### src/rtl/regfile_writer.sv
// RV32 register file write side: 2-entry write-back FIFO draining into a 32x32 array.
// Define REGFILE_WB_BYPASS_EN to let read ports forward buffered (uncommitted) writes.
module regfile_writer #(
  parameter int XLEN  = 32,
  parameter int DEPTH = 2
) (
  input  logic            clk,
  input  logic            rst,
  input  logic            wb_valid,
  output logic            wb_ready,
  input  logic [4:0]      wb_rd,
  input  logic [XLEN-1:0] wb_data,
  input  logic            hold,
  input  logic [4:0]      rs1_addr,
  output logic [XLEN-1:0] rs1_data,
  input  logic [4:0]      rs2_addr,
  output logic [XLEN-1:0] rs2_data,
  output logic            commit_valid,
  output logic [4:0]      commit_rd,
  output logic [1:0]      pending
);

  typedef struct packed {
    logic [4:0]      rd;
    logic [XLEN-1:0] data;
  } wb_ent_t;

  wb_ent_t         fifo [2];
  logic            head, tail;
  logic [1:0]      count;
  logic [XLEN-1:0] regs [32];
  logic            push, pop;

  assign wb_ready = !rst && (count < 2'(DEPTH));
  // x0 writes complete the handshake but never occupy a slot
  assign push     = wb_valid && wb_ready && (wb_rd != 5'd0);
  assign pop      = (count != 2'd0) && !hold && !rst;
  assign pending  = count;

  always_ff @(posedge clk) begin
    if (push) fifo[tail] <= '{rd: wb_rd, data: wb_data};
  end

  always_ff @(posedge clk) begin
    if (rst) begin
      head         <= 1'b0;
      tail         <= 1'b0;
      count        <= 2'd0;
      commit_valid <= 1'b0;
      commit_rd    <= 5'd0;
      for (int i = 0; i < 32; i++) regs[i] <= '0;
    end else begin
      commit_valid <= pop;
      if (push) tail <= ~tail;
      if (pop) begin
        regs[fifo[head].rd] <= fifo[head].data;
        commit_rd           <= fifo[head].rd;
        head                <= ~head;
      end
      case ({push, pop})
        2'b10:   count <= count + 2'd1;
        2'b01:   count <= count - 2'd1;
        default: count <= count;
      endcase
    end
  end

  logic [4:0]      raddr [2];
  logic [XLEN-1:0] rdata [2];

  assign raddr[0] = rs1_addr;
  assign raddr[1] = rs2_addr;
  assign rs1_data = rdata[0];
  assign rs2_data = rdata[1];

  always_comb begin
    for (int p = 0; p < 2; p++) begin
      rdata[p] = regs[raddr[p]];
`ifdef REGFILE_WB_BYPASS_EN
      // older entry first so the youngest match overrides it
      if (count == 2'd2 && fifo[head].rd == raddr[p]) rdata[p] = fifo[head].data;
      if (count != 2'd0 && fifo[~tail].rd == raddr[p]) rdata[p] = fifo[~tail].data;
`endif
      if (rst || raddr[p] == 5'd0) rdata[p] = '0;
    end
  end

endmodule
### config.mk
export PLATFORM = sky130hd
export DESIGN_NAME = regfile_writer
export DESIGN_NICKNAME = d
export VERILOG_FILES = /design/src/rtl/regfile_writer.sv
export SDC_FILE = /design/constraint.sdc
export NUM_CORES = 2
export LEC_CHECK = 0
export BUFFER_PORTS_ARGS = -buffer_cell sky130_fd_sc_hd__clkbuf_2
export CAP_MARGIN = 25
export CORE_ASPECT_RATIO = 1.75
export CORE_MARGIN = 1
export CORE_UTILIZATION = 35
export DETAILED_ROUTE_END_ITERATION = 10
export GPL_ROUTABILITY_DRIVEN = 0
export GPL_TIMING_DRIVEN = 0
export PLACE_DENSITY = 0.52
export SETUP_SLACK_MARGIN = 0.2
export SYNTH_ARGS = -nofsm -noshare
export SYNTH_HDL_FRONTEND = slang
export SYNTH_SLANG_ARGS = --single-unit
### constraint.sdc
create_clock -name clk -period 4.4 [get_ports clk]
set_input_delay 0.66 -clock clk [delete_from_list [all_inputs] [get_ports clk]]
set_output_delay 0.66 -clock clk [all_outputs]
set_load 0.1 [all_outputs]
After elaboration in Yosys (flattened, before gate mapping) --
Memories as Yosys holds them, arrays and structs flattened. A register that Yosys moved wholly into a read port is not among the register bits. Index checks and enable logic that the tools add are counted.
Word-level totals: input bits 51, flip-flop bits (word level) 10, output and inout bits 73, memories kept 2, memory bits (writable) 1098, logic and storage cells 44
Operators by class: multiplexer cells 15, equal/unequal tests 2, add/subtract/negate cells 2, reductions and logical operators 15, bitwise operators 2, order comparisons 1
Memories:
- regs | words 32, bits a word 32, read ports 2, clocked after memory_dff 0, write ports 32, line 31 | logic [XLEN-1:0] regs [32];
- fifo | words 2, bits a word 37, read ports 1, clocked after memory_dff 1, write ports 1, line 28 | wb_ent_t fifo [2];
Operators with widths (count):
- $mux W32 | 3
- $reduce_or A32 Y1 | 1
- $logic_not A5 Y1 | 2
- $mux W1 | 10
- $logic_and A1 B1 Y1 | 5
- $mux W5 | 1
- $reduce_bool A5 Y1 | 1
- $pmux W2 S2 | 1
- $reduce_bool A2 Y1 | 2
- $add A2 B1 Y2 const B | 1
- $eq A2 B1 Y1 const B | 1
- $eq A2 B2 Y1 const B | 1
- $logic_not A1 Y1 | 2
- $logic_or A1 B1 Y1 | 2
- $lt A2 B2 Y1 const B | 1
- $not A1 Y1 | 2
- $sub A2 B1 Y2 const B | 1

Depth between registers and ports, before layout --
word-level depth 8, depth in mapped cells 9, depth with buffers taken out 6

Worst setup path before layout --
No wires, ideal clock.
kind input -> register, from in rst, to mem fifo[0][0] (netlist bit), enable pin, library setup time 0.431 ns, slack -0.435 ns, arrival time 4.404 ns, required time 3.969 ns, buffers on the path 2, stages 5, path through buf_2 -> clkbuf_1 -> nor2_1 -> o211ai_1 -> nor2_1
On the way: word-level cells in the longest chain between the ends 6
Ends and longest elaborated chain:
- start: declaration | line 8 | input logic rst,
- $logic_not A1 Y1 | line 34 | assign wb_ready = !rst && (count < 2'(DEPTH));
- $logic_and A1 B1 Y1 | line 34
- net wb_ready | line 10 | output logic wb_ready,
- $logic_and A1 B1 Y1 (2 in series) | line 36 | assign push = wb_valid && wb_ready && (wb_rd != 5'd0);
- $mux W1 | line 41 | if (push) fifo[tail] <= '{rd: wb_rd, data: wb_data};
- $mux W1 (not written as such) | line 41
- end: declaration | line 28
The timed path passes the listed nets, and every way through them passes these cells.

Worst setup path in the final report --
from in rs2_addr[0], to out rs2_data[12]
On the way: word-level cells in the longest chain between the ends 3, elaborated cells on any way between the ends 4, those cells by class mux: 1; reduce/logical: 2; memory: 1
Ends and longest elaborated chain:
- start: declaration | line 16 | input logic [4:0] rs2_addr,
- branches (longest 2 deep; another with $mem_v2 Z32 W32)
- $mux W32 * | line 84 | if (rst || raddr[p] == 5'd0) rdata[p] = '0;
- end: declaration | line 17 | output logic [XLEN-1:0] rs2_data,
Every way passes the cells marked *.

==> flow_metrics.py <==
metrics = {
    "status": {
        "status": "completed",
    },
    "timing": {
        "skew_ns": 0.0453,
        "timing.final.crit_share_pct": 98.4,
        "worst_pin_slew_ns": 1.20,
        "fin_crit_ns": 4.33,
        "tns_ns": 0,
        "rsz0062_at_grt": "yes",
        "fmax_mhz": 231,
        "drv_slew": 0,
        "final_hold_viol_count": 0,
        "setup_viol": 0,
        "relSlewSlack_pct": 20.1,
    },
    "flow_run": {
        "max_cap_viol_count": 0,
    },
    "logic_synthesis": {
        "synth.distinct_cells": 51,
        "syn-instance-count": 4176,
        "ys_seq_elements": 1109,
        "yosys_warnings": 0,
        "synth_edf_count": 1098,
        "syn_area_sq_mm": 0.0555,
        "synth.net_count": 4228,
        "synthFlopType": "edfxtp_1",
        "seq_area_frac_synth_pct": 59.8,
        "synthArstFlopShare_pct": 0,
        "synth_area_per_cell_sq_um": 13.3,
    },
    "placement": {
        "portBuffers": 119,
        "placed_cell_area_sq_mm": 0.0606,
        "dp_hpwl_mm": 196,
    },
    "die": {
        "dieArea_sq_mm": 0.160,
        "die_w_um": 303,
        "start_util_pct": 35.2,
        "rows": 193,
        "die_y_um": 529,
        "io-pin-count": 124,
        "coreArea_sq_mm": 0.158,
    },
    "cells_and_area": {
        "nets": 4598,
        "area_delta_synth_final_pct": 17.4,
        "fin_area_sq_mm": 0.0652,
        "drive_above_1_share_pct": 21.8,
        "layout_common_cells": "edfxtp_1 (1098), nor2_1 (1041), mux2i_1 (542)",
        "final_common_cell": "edfxtp_1",
        "fillers": 14600,
    },
    "clocking": {
        "hold_buffers": 0,
        "insertion_delay_ns": 0.77,
        "cts_max_level": 3,
        "cts-root-buf": "clkbuf_16",
        "clockBufferDepth": 3,
        "path_clk_slew_ns": 0.06,
        "numCtsBuffers": 106,
        "cts_tree": "done",
        "clock-sinks": 1109,
    },
    "routing": {
        "ant_nets": 0,
        "vias_per_cell": 6.19,
        "wl_mm": 262,
        "dr.first_iter.drc_count": 5657,
        "drc": 0,
        "drt-wirelength-per-cell_um": 39.1,
        "via_count": 41400,
        "drt_pass1_iterations": 6,
    },
    "critical_path": {
        "arrival_ns": 3.67,
        "path_class": "in2out",
        "startpoint_type": "primary input",
        "r2r_setup_slack_ns": 0.76,
        "worstPathRequired_ns": 3.74,
        "cp_max_fo": 10,
        "endpoint_kind": "output pin",
    },
    "global_routing": {
        "antenna_found_initial": 27,
        "grt_overflow": 0,
        "gr-usage-all-layers_pct": 32.5,
        "grt_max_degree": 29,
        "first_global_vias": 40700,
        "grt_pass1_wl_mm": 347,
    },
    "worst_hold_path": {
        "hold_path_class": "in2reg",
    },
    "pwr": {
        "powerDensity_mw_per_mm2": 397,
        "ir_worst_vdd_v": 0.000293,
        "total_leakage_power_uw": 0.0237,
    },
}
## Yosys cell counts (2+ instances only)
master | number | area share [%]
nand3b_1 | 2 | 0.027
and2_1 | 6 | 0.068
a2111oi_2 | 2 | 0.054
mux2_2 | 4 | 0.081
mux4_2 | 252 | 10
xnor2_1 | 2 | 0.032
clkbuf_1 | 281 | 1.9
buf_2 | 101 | 0.91
nor2b_1 | 8 | 0.090
nor3b_1 | 2 | 0.027
dfxtp_1 | 11 | 0.40
nand2b_1 | 35 | 0.39
nor4bb_1 | 3 | 0.054
a2111oi_4 | 2 | 0.099
nor2_1 | 1050 | 7.1
nor3_1 | 3 | 0.027
a31oi_1 | 62 | 0.70
buf_1 | 28 | 0.19
nand2_1 | 78 | 0.53
o21ai_0 | 3 | 0.027
and3b_1 | 2 | 0.032
nand3_4 | 8 | 0.25
inv_1 | 3 | 0.020
nand3_1 | 145 | 1.3
nand4_1 | 66 | 0.74
a22oi_1 | 260 | 3.5
a22o_1 | 64 | 1.0
edfxtp_1 | 1098 | 59
mux2i_1 | 555 | 10
buf_6 | 17 | 0.34
nor4b_1 | 2 | 0.032
o31a_1 | 2 | 0.032
## worst paths after layout
kind	from	to	cells past startpoint
setup reg to reg	register	regs[9][6]	7
setup / recovery	rs2_addr[0]	rs2_data[12]	9
hold / removal	wb_data[5]	fifo[0][5]	1
hold reg to reg	commit_rd[0]	commit_rd[0]	2
## routing by layer
metal | track usage [%] | up-vias | share of wire (%)
met5 | 0 | - | 0.059
met4 | 30.2 | 24 | 11
met3 | 7.72 | 782 | 9.2
met2 | 52.1 | 2722 | 47
met1 | 35.2 | 21300 | 33
li1 | - | 16600 | -
## registers in the layout, indices dropped and copies added, names as in the netlist, named ones only
name,count
commit_rd,5
commit_valid,1
fifo,74
head,1
pending,2
regs,1024
tail,1
## cell type report
| type | count | area (sq um) | area share, % |
|---|---|---|---|
| sequential | 1109 | 33200 | 50.9 |
| multi-input combinational | 2636 | 21000 | 32.3 |
| clock buffer | 130 | 2850 | 4.37 |
| timing repair buffer | 262 | 2650 | 4.06 |
| tap | 2047 | 2560 | 3.93 |
| buffer | 428 | 2270 | 3.48 |
| clock inverter | 69 | 593 | 0.910 |
| antenna | 10 | 25.0 | 0.0384 |
| inverter | 3 | 11.3 | 0.0173 |
## cell families after synthesis
| kind of cell | after synthesis | synth area share (%) |
|---|---|---|
| mux | 811 | 20.3 |
| compound gates | 403 | 5.59 |
| fa+ha+maj | 1 | 0.0225 |
| buf+inv | 431 | 3.38 |
| xor+xnor | 3 | 0.0474 |
| simple gates | 1418 | 10.8 |
| flops | 1109 | 59.8 |
## worst max-delay path: stages
cell and delay [ns]:
buf_2 0.26, buf_6 0.28, nor2b_1 0.34, clkbuf_4 0.36, clkbuf_4 0.38, a22oi_1 0.19, a31oi_4 0.44, nand4_1 0.33
clkbuf_4 0.39
## timing repair
action,in CTS,in global routing
pin swaps,6,4
resized for setup,225,96
setup endpoints to repair,64,57
gates cloned,0,1
buffers inserted,2,12
## power by group
part	switching, uW	total [uW]	leakage, uW	internal [uW]
Combinational	3050	4210	0.0107	1160
Sequential	200	12200	0.0113	12000
Clock	4340	9460	0.00170	5120
Total	7590	25900	0.0237	18300
## through the flow
| stage | utilization (%) | total power (uW) | worst slack (ns) | hold WS, ns | std cells |
|---|---|---|---|---|---|
| 2_1_floorplan | - | 14500 | 0.677 | 0.486 | 4176 |
| 3_3_place_gp | 37.2 | 16100 | -2.01 | 0.469 | 6342 |
| 3_5_place_dp | 38.5 | 16400 | -1.53 | 0.480 | 6465 |
| 4_1_cts | 41.1 | 25700 | 0.143 | 0.0752 | 6666 |
| 5_1_grt | 41.3 | 26200 | 0.0300 | 0.103 | 6685 |
| 6_report | 41.3 | 25900 | 0.0707 | 0.112 | 6694 |
(Power assumes the default switching activity.)
